**src/rtl/seq_magnitude_comparator.sv**
```systemverilog
// Multi-cycle magnitude comparator: walks the operands CHUNK bits per clock from the MSB
// and stops at the first differing chunk. Result is one-hot {gt,lt,eq} with rdy/done.
module seq_magnitude_comparator #(
  parameter int WIDTH = 16,
  parameter int CHUNK = 4
) (
  input  logic             clk,
  input  logic             rst_n,
  input  logic             cs,
  input  logic             signed_mode,
  input  logic [WIDTH-1:0] a,
  input  logic [WIDTH-1:0] b,
  output logic [2:0]       out,
  output logic             rdy,
  output logic             done
);

  localparam int NCH  = WIDTH / CHUNK;
  localparam int IW   = (NCH > 1) ? $clog2(NCH) : 1;
  localparam int NPAD = 1 << IW;

  typedef enum logic [1:0] {
    IDLE    = 2'd0,
    COMPARE = 2'd1,
    DONE    = 2'd2
  } state_t;

  state_t           state, state_n;
  logic [WIDTH-1:0] a_q, b_q, a_n, b_n;
  logic             sgn_q, sgn_n;
  logic [IW-1:0]    idx, idx_n;
  logic [2:0]       out_n;
  logic             rdy_n, done_n;

  logic [CHUNK-1:0] a_ch [NPAD];
  logic [CHUNK-1:0] b_ch [NPAD];
  logic [CHUNK-1:0] ca, cb;

  // Chunk table padded to a power of two so any idx value selects a defined entry.
  for (genvar gi = 0; gi < NPAD; gi++) begin : g_chunk
    if (gi < NCH) begin : g_live
      assign a_ch[gi] = a_q[gi*CHUNK +: CHUNK];
      assign b_ch[gi] = b_q[gi*CHUNK +: CHUNK];
    end else begin : g_pad
      assign a_ch[gi] = '0;
      assign b_ch[gi] = '0;
    end
  end

  // Flipping the sign bits of the top chunk turns a two's-complement compare into an unsigned one.
  always_comb begin
    ca = a_ch[idx];
    cb = b_ch[idx];
    if (sgn_q && (idx == IW'(NCH - 1))) begin
      ca[CHUNK-1] = ~ca[CHUNK-1];
      cb[CHUNK-1] = ~cb[CHUNK-1];
    end
  end

  always_comb begin
    state_n = state;
    a_n     = a_q;
    b_n     = b_q;
    sgn_n   = sgn_q;
    idx_n   = idx;
    out_n   = out;
    case (state)
      IDLE, DONE: begin
        if (cs) begin
          a_n     = a;
          b_n     = b;
          sgn_n   = signed_mode;
          idx_n   = IW'(NCH - 1);
          out_n   = 3'b000;
          state_n = COMPARE;
        end else begin
          state_n = IDLE;
        end
      end
      COMPARE: begin
        if (ca > cb) begin
          out_n   = 3'b100;
          state_n = DONE;
        end else if (ca < cb) begin
          out_n   = 3'b010;
          state_n = DONE;
        end else if (idx == '0) begin
          out_n   = 3'b001;
          state_n = DONE;
        end else begin
          idx_n = idx - IW'(1);
        end
      end
      default: state_n = IDLE;
    endcase
    rdy_n  = (state_n != COMPARE);
    done_n = (state_n == DONE);
  end

  always_ff @(posedge clk or negedge rst_n) begin
    if (!rst_n) begin
      state <= IDLE;
      a_q   <= '0;
      b_q   <= '0;
      sgn_q <= 1'b0;
      idx   <= IW'(NCH - 1);
      out   <= 3'b000;
      rdy   <= 1'b1;
      done  <= 1'b0;
    end else begin
      state <= state_n;
      a_q   <= a_n;
      b_q   <= b_n;
      sgn_q <= sgn_n;
      idx   <= idx_n;
      out   <= out_n;
      rdy   <= rdy_n;
      done  <= done_n;
    end
  end

endmodule

```
**config.mk**
```make
export PLATFORM = sky130hd
export DESIGN_NAME = seq_magnitude_comparator
export DESIGN_NICKNAME = d
export VERILOG_FILES = /design/src/rtl/seq_magnitude_comparator.sv
export SDC_FILE = /design/constraint.sdc
export NUM_CORES = 1
export LEC_CHECK = 0
export ABC_AREA = 0
export ABC_CLOCK_PERIOD_IN_PS = 2550
export CORE_UTILIZATION = 27
export DETAILED_ROUTE_END_ITERATION = 6
export PLACE_DENSITY_LB_ADDON = 0.1
export SLEW_MARGIN = 25
export SYNTH_ARGS = -nofsm -noshare
export SYNTH_HDL_FRONTEND = slang
export SYNTH_SLANG_ARGS = --single-unit
```
**constraint.sdc**
```tcl
create_clock -name clk -period 2.55 [get_ports clk]
set_input_delay 0.765 -clock clk [delete_from_list [all_inputs] [get_ports clk]]
set_output_delay 0.765 -clock clk [all_outputs]
set_load 0.01 [all_outputs]
```
==> flow_summary_export.csv <==
group,metric,value,unit
clock_network,cts_buffers,5,
outcome,run_status,"finished, final reports clean",
synth,synth_fp_nets,245,
timing,tns,0,ps
power_and_ir_drop,power_frac_comb,0.500,
cells_and_area,final_common_cell,"nand2_1",
floorplan,fp.dieW,87.92,um
timing,tightest_slew,600.3,ps
synth,syn_avg_cell_area,9.819,sq um
floorplan,initial_core_util,0.2870,
power_and_ir_drop,fin_total_pwr,2.910,mW
synth,synth_area,0.001993,sq mm
timing,relSlewSlack,0.5990,
timing,whs,429.6,ps
floorplan,die_area,0.007730,sq mm
synth,synth_cell_types,33,
min_path,hold_path_class,"in2async",
cells_and_area,nets,292,
critical_path,endpoint_kind,"flop",
clock_network,clkTransAtPathRegs,80,ps
routing,first_pass_iters,4,
synth,synth_xor_area_frac,0.008788,
synth,synthSimpleGateAreaFrac,0.2354,
timing,fin_crit,2496,ps
floorplan,die_y,87.92,um
global_routing,grt_overflow,0,
synth,yosysTopAreaCell,"dfrtp_1",
routing,routed_wl,4224,um
floorplan,core.rowCount,30,
synth,netlist_instances,203,
place,routabilityCongestion,0.7328,
clock_network,clock_sinks,42,
critical_path,crit_required,2790,ps
clock_network,cts_tree,"done",
power_and_ir_drop,power.switching,1.055,mW
power_and_ir_drop,seqPwrFrac,0.361,
floorplan,pin_count,41,
cells_and_area,area.growth.synth_to_final,34.59,%
timing,maxSlewViolCount,0,
clock_network,h-tree-depth,2,
floorplan,fp.coreArea,0.006944,sq mm
timing,setup_viol,0,
global_routing,antenna_found_initial,0,
routing,final_antenna_net_count,0,
cells_and_area,finalNonFillerCells,346,
routing,post-route-drc-count,0,
synth,synth_top_family_by_area,"simple AND/OR/NAND/NOR gates",
global_routing,grt_pass1_wl,7272,um
cells_and_area,diodes,0,
global_routing,grt_pass1_vias,1480,
clock_network,hold_buffers,0,
clock_network,clockRootBuffer,"clkbuf_8",
critical_path,cp_max_fo,5,
cells_and_area,layout_common_cells,"nand2_1 (102), dfrtp_1 (39), clkdlybuf4s50_1 (39)",
synth,synth_top_area_frac,0.4896,
critical_path,critPathLaunchType,"flop",
timing,fin_crit_sh,0.9789,
synth,synth_compound_area_frac,0.05838,
timing,finalHoldViolCount,0,
global_routing,grt_max_degree,24,
routing,wl_per_cell,12.21,um
place,port_buffers,40,
power_and_ir_drop,swShare,0.3626,
global_routing,grt.total_usage,0.1267,
power_and_ir_drop,p_leak,1.294,nW
routing,vias,1461,
clock_network,max-clock-path-buffers,2,
power_and_ir_drop,ir_drop,0.3345,mV
routing,drtIter0Drc,82,
power_and_ir_drop,clkPwrFrac,0.139,
place,dp.cells,337,
flow_run,maxCapViolCount,0,
synth,synthAdderAreaFrac,0.03766,
clock_network,worst_skew_pair.late_latency,290,ps
critical_path,arrival,2730,ps
synth,ys_ff_latch,42,
synth,synthMuxAreaShare,0.09040,
power_and_ir_drop,p_int,1.855,mW
power_and_ir_drop,powerDensity,1085,mW/mm^2
cells_and_area,fin_util,0.3863,
critical_path,worstSetupPathType,"reg2reg",
critical_path,reg2reg_depth,7,
synth,ys_top_cells_by_area,"dfrtp_1 (49%), nand2_1 (19%), mux4_2 (9.0%), dfstp_2 (4.0%), ha_1 (3.8%)",
routing,vias_per_cell,4.223,
cells_and_area,drive_gt1_frac,0.1560,
cells_and_area,num-fill-cells,738,
timing,skew,8.884,ps
timing,max_freq,400.6,MHz
synth,ys_warn_count,0,
synth,yosysSeqAreaShare,0.5292,
place,hpwlAfterDp,3197,um
[state kept, by name (all words and copies together) (netlist names)]
| signal | flops |
|---|---|
| out | 3 |
| state | 2 |
| idx | 2 |
| rdy | 1 |
| sgn_q | 1 |
| b_q | 16 |
| done | 1 |
| a_q | 16 |
[path summary, 6_finish.rpt]
| check | startpoint | to | slack [ps] |
|---|---|---|---|
| max in group asynchronous | rst_n | b_q[10]$_DFFE_PN0P_ | 1630 |
| min in group clk | a_q[10]$_DFFE_PN0P_ | a_q[10]$_DFFE_PN0P_ | 470 |
| setup reg to reg | idx[0]$_DFFE_PN1P_ | rdy$_DFF_PN1_ | 50 |
| hold / removal | rst_n | state[1]$_DFF_PN0_ | 430 |
| setup / recovery | idx[0]$_DFFE_PN1P_ | rdy$_DFF_PN1_ | 50 |
| hold reg to reg | a_q[10]$_DFFE_PN0P_ | a_q[10]$_DFFE_PN0P_ | 470 |
[cells by family (layout without fill, tap and decap cells)]
| kind of cell | count (synthesis) | after routing |
|---|---|---|
| simple gates | 114 | 114 |
| flops | 42 | 42 |
| buf+inv | 17 | 64 |
| compound gates | 14 | 14 |
| mux | 8 | 8 |
| fa+ha+maj | 6 | 6 |
| xor+xnor | 2 | 2 |
[Yosys cell counts]
cell type / number
nand2_1: 102
dfrtp_1: 39
mux4_2: 8
buf_2: 7
ha_1: 6
inv_1: 6
dfstp_2: 3
clkbuf_1: 2
nor2_1: 2
nor2b_1: 2
o21ai_1: 2
o22ai_1: 2
o31a_1: 2
a21o_1: 1
a21oi_1: 1
a31oi_1: 1
a32o_1: 1
a32oi_1: 1
and2_1: 1
and4_1: 1
buf_1: 1
buf_6: 1
nand2b_1: 1
nand2b_4: 1
nand4_1: 1
nor2b_4: 1
nor3_1: 1
o21a_1: 1
o21ai_0: 1
o311ai_4: 1
or2_1: 1
xnor2_1: 1
xor2_1: 1
[layout make-up]
class,instances,area [sq um],area share
Clock buffer,5,68.82,0.02565
Clock inverter,2,10.01,0.003731
Inverter,6,22.52,0.008396
Multi-Input combinational cell,144,915.9,0.3414
Sequential cell,42,1055,0.3932
Tap cell,96,120.1,0.04478
Timing Repair Buffer,51,490.5,0.1828
[per-stage QoR]
stage               setup slack [ps]  instance area, sq um
floorplan                      58.08                  1993
global placement               44.82                  2534
detailed placement             1.119                  2534
CTS                            21.85                  2619
global route                  -42.89                  2683
finish                         53.85                  2683
[what timing repair did]
item                       4_1_cts  5_1_grt
setup buffers                    0        2
cloned                           0        0
gates resized for setup          1        5
setup endpoints to repair        3        9
pin swaps                        0        4
[layer usage]
metal	wire (um)	track usage
met4	48	0.03130
met2	1903	0.1889
met3	173	0.04618
met5	0	0
met1	2098	0.1747
[critical path, cell delays in order (launching register included)]
cell	delay (ps)
dfstp_2	600
mux4_2	540
xor2_2	200
ha_4	240
a21o_1	190
o311ai_4	340
nand2b_4	210
and2_1	120
[power groups by stage]
stage / logic, mW / registers (mW) / clock network [mW]
2_1_floorplan: 0.858 / 1.01 / 0
3_3_place_gp: 1.14 / 1.07 / 0
3_5_place_dp: 1.16 / 1.07 / 0
4_1_cts: 1.19 / 1.06 / 0.425
5_1_grt: 1.65 / 1.08 / 0.453
6_report: 1.46 / 1.05 / 0.404
Power figures use the tool's default switching activity.
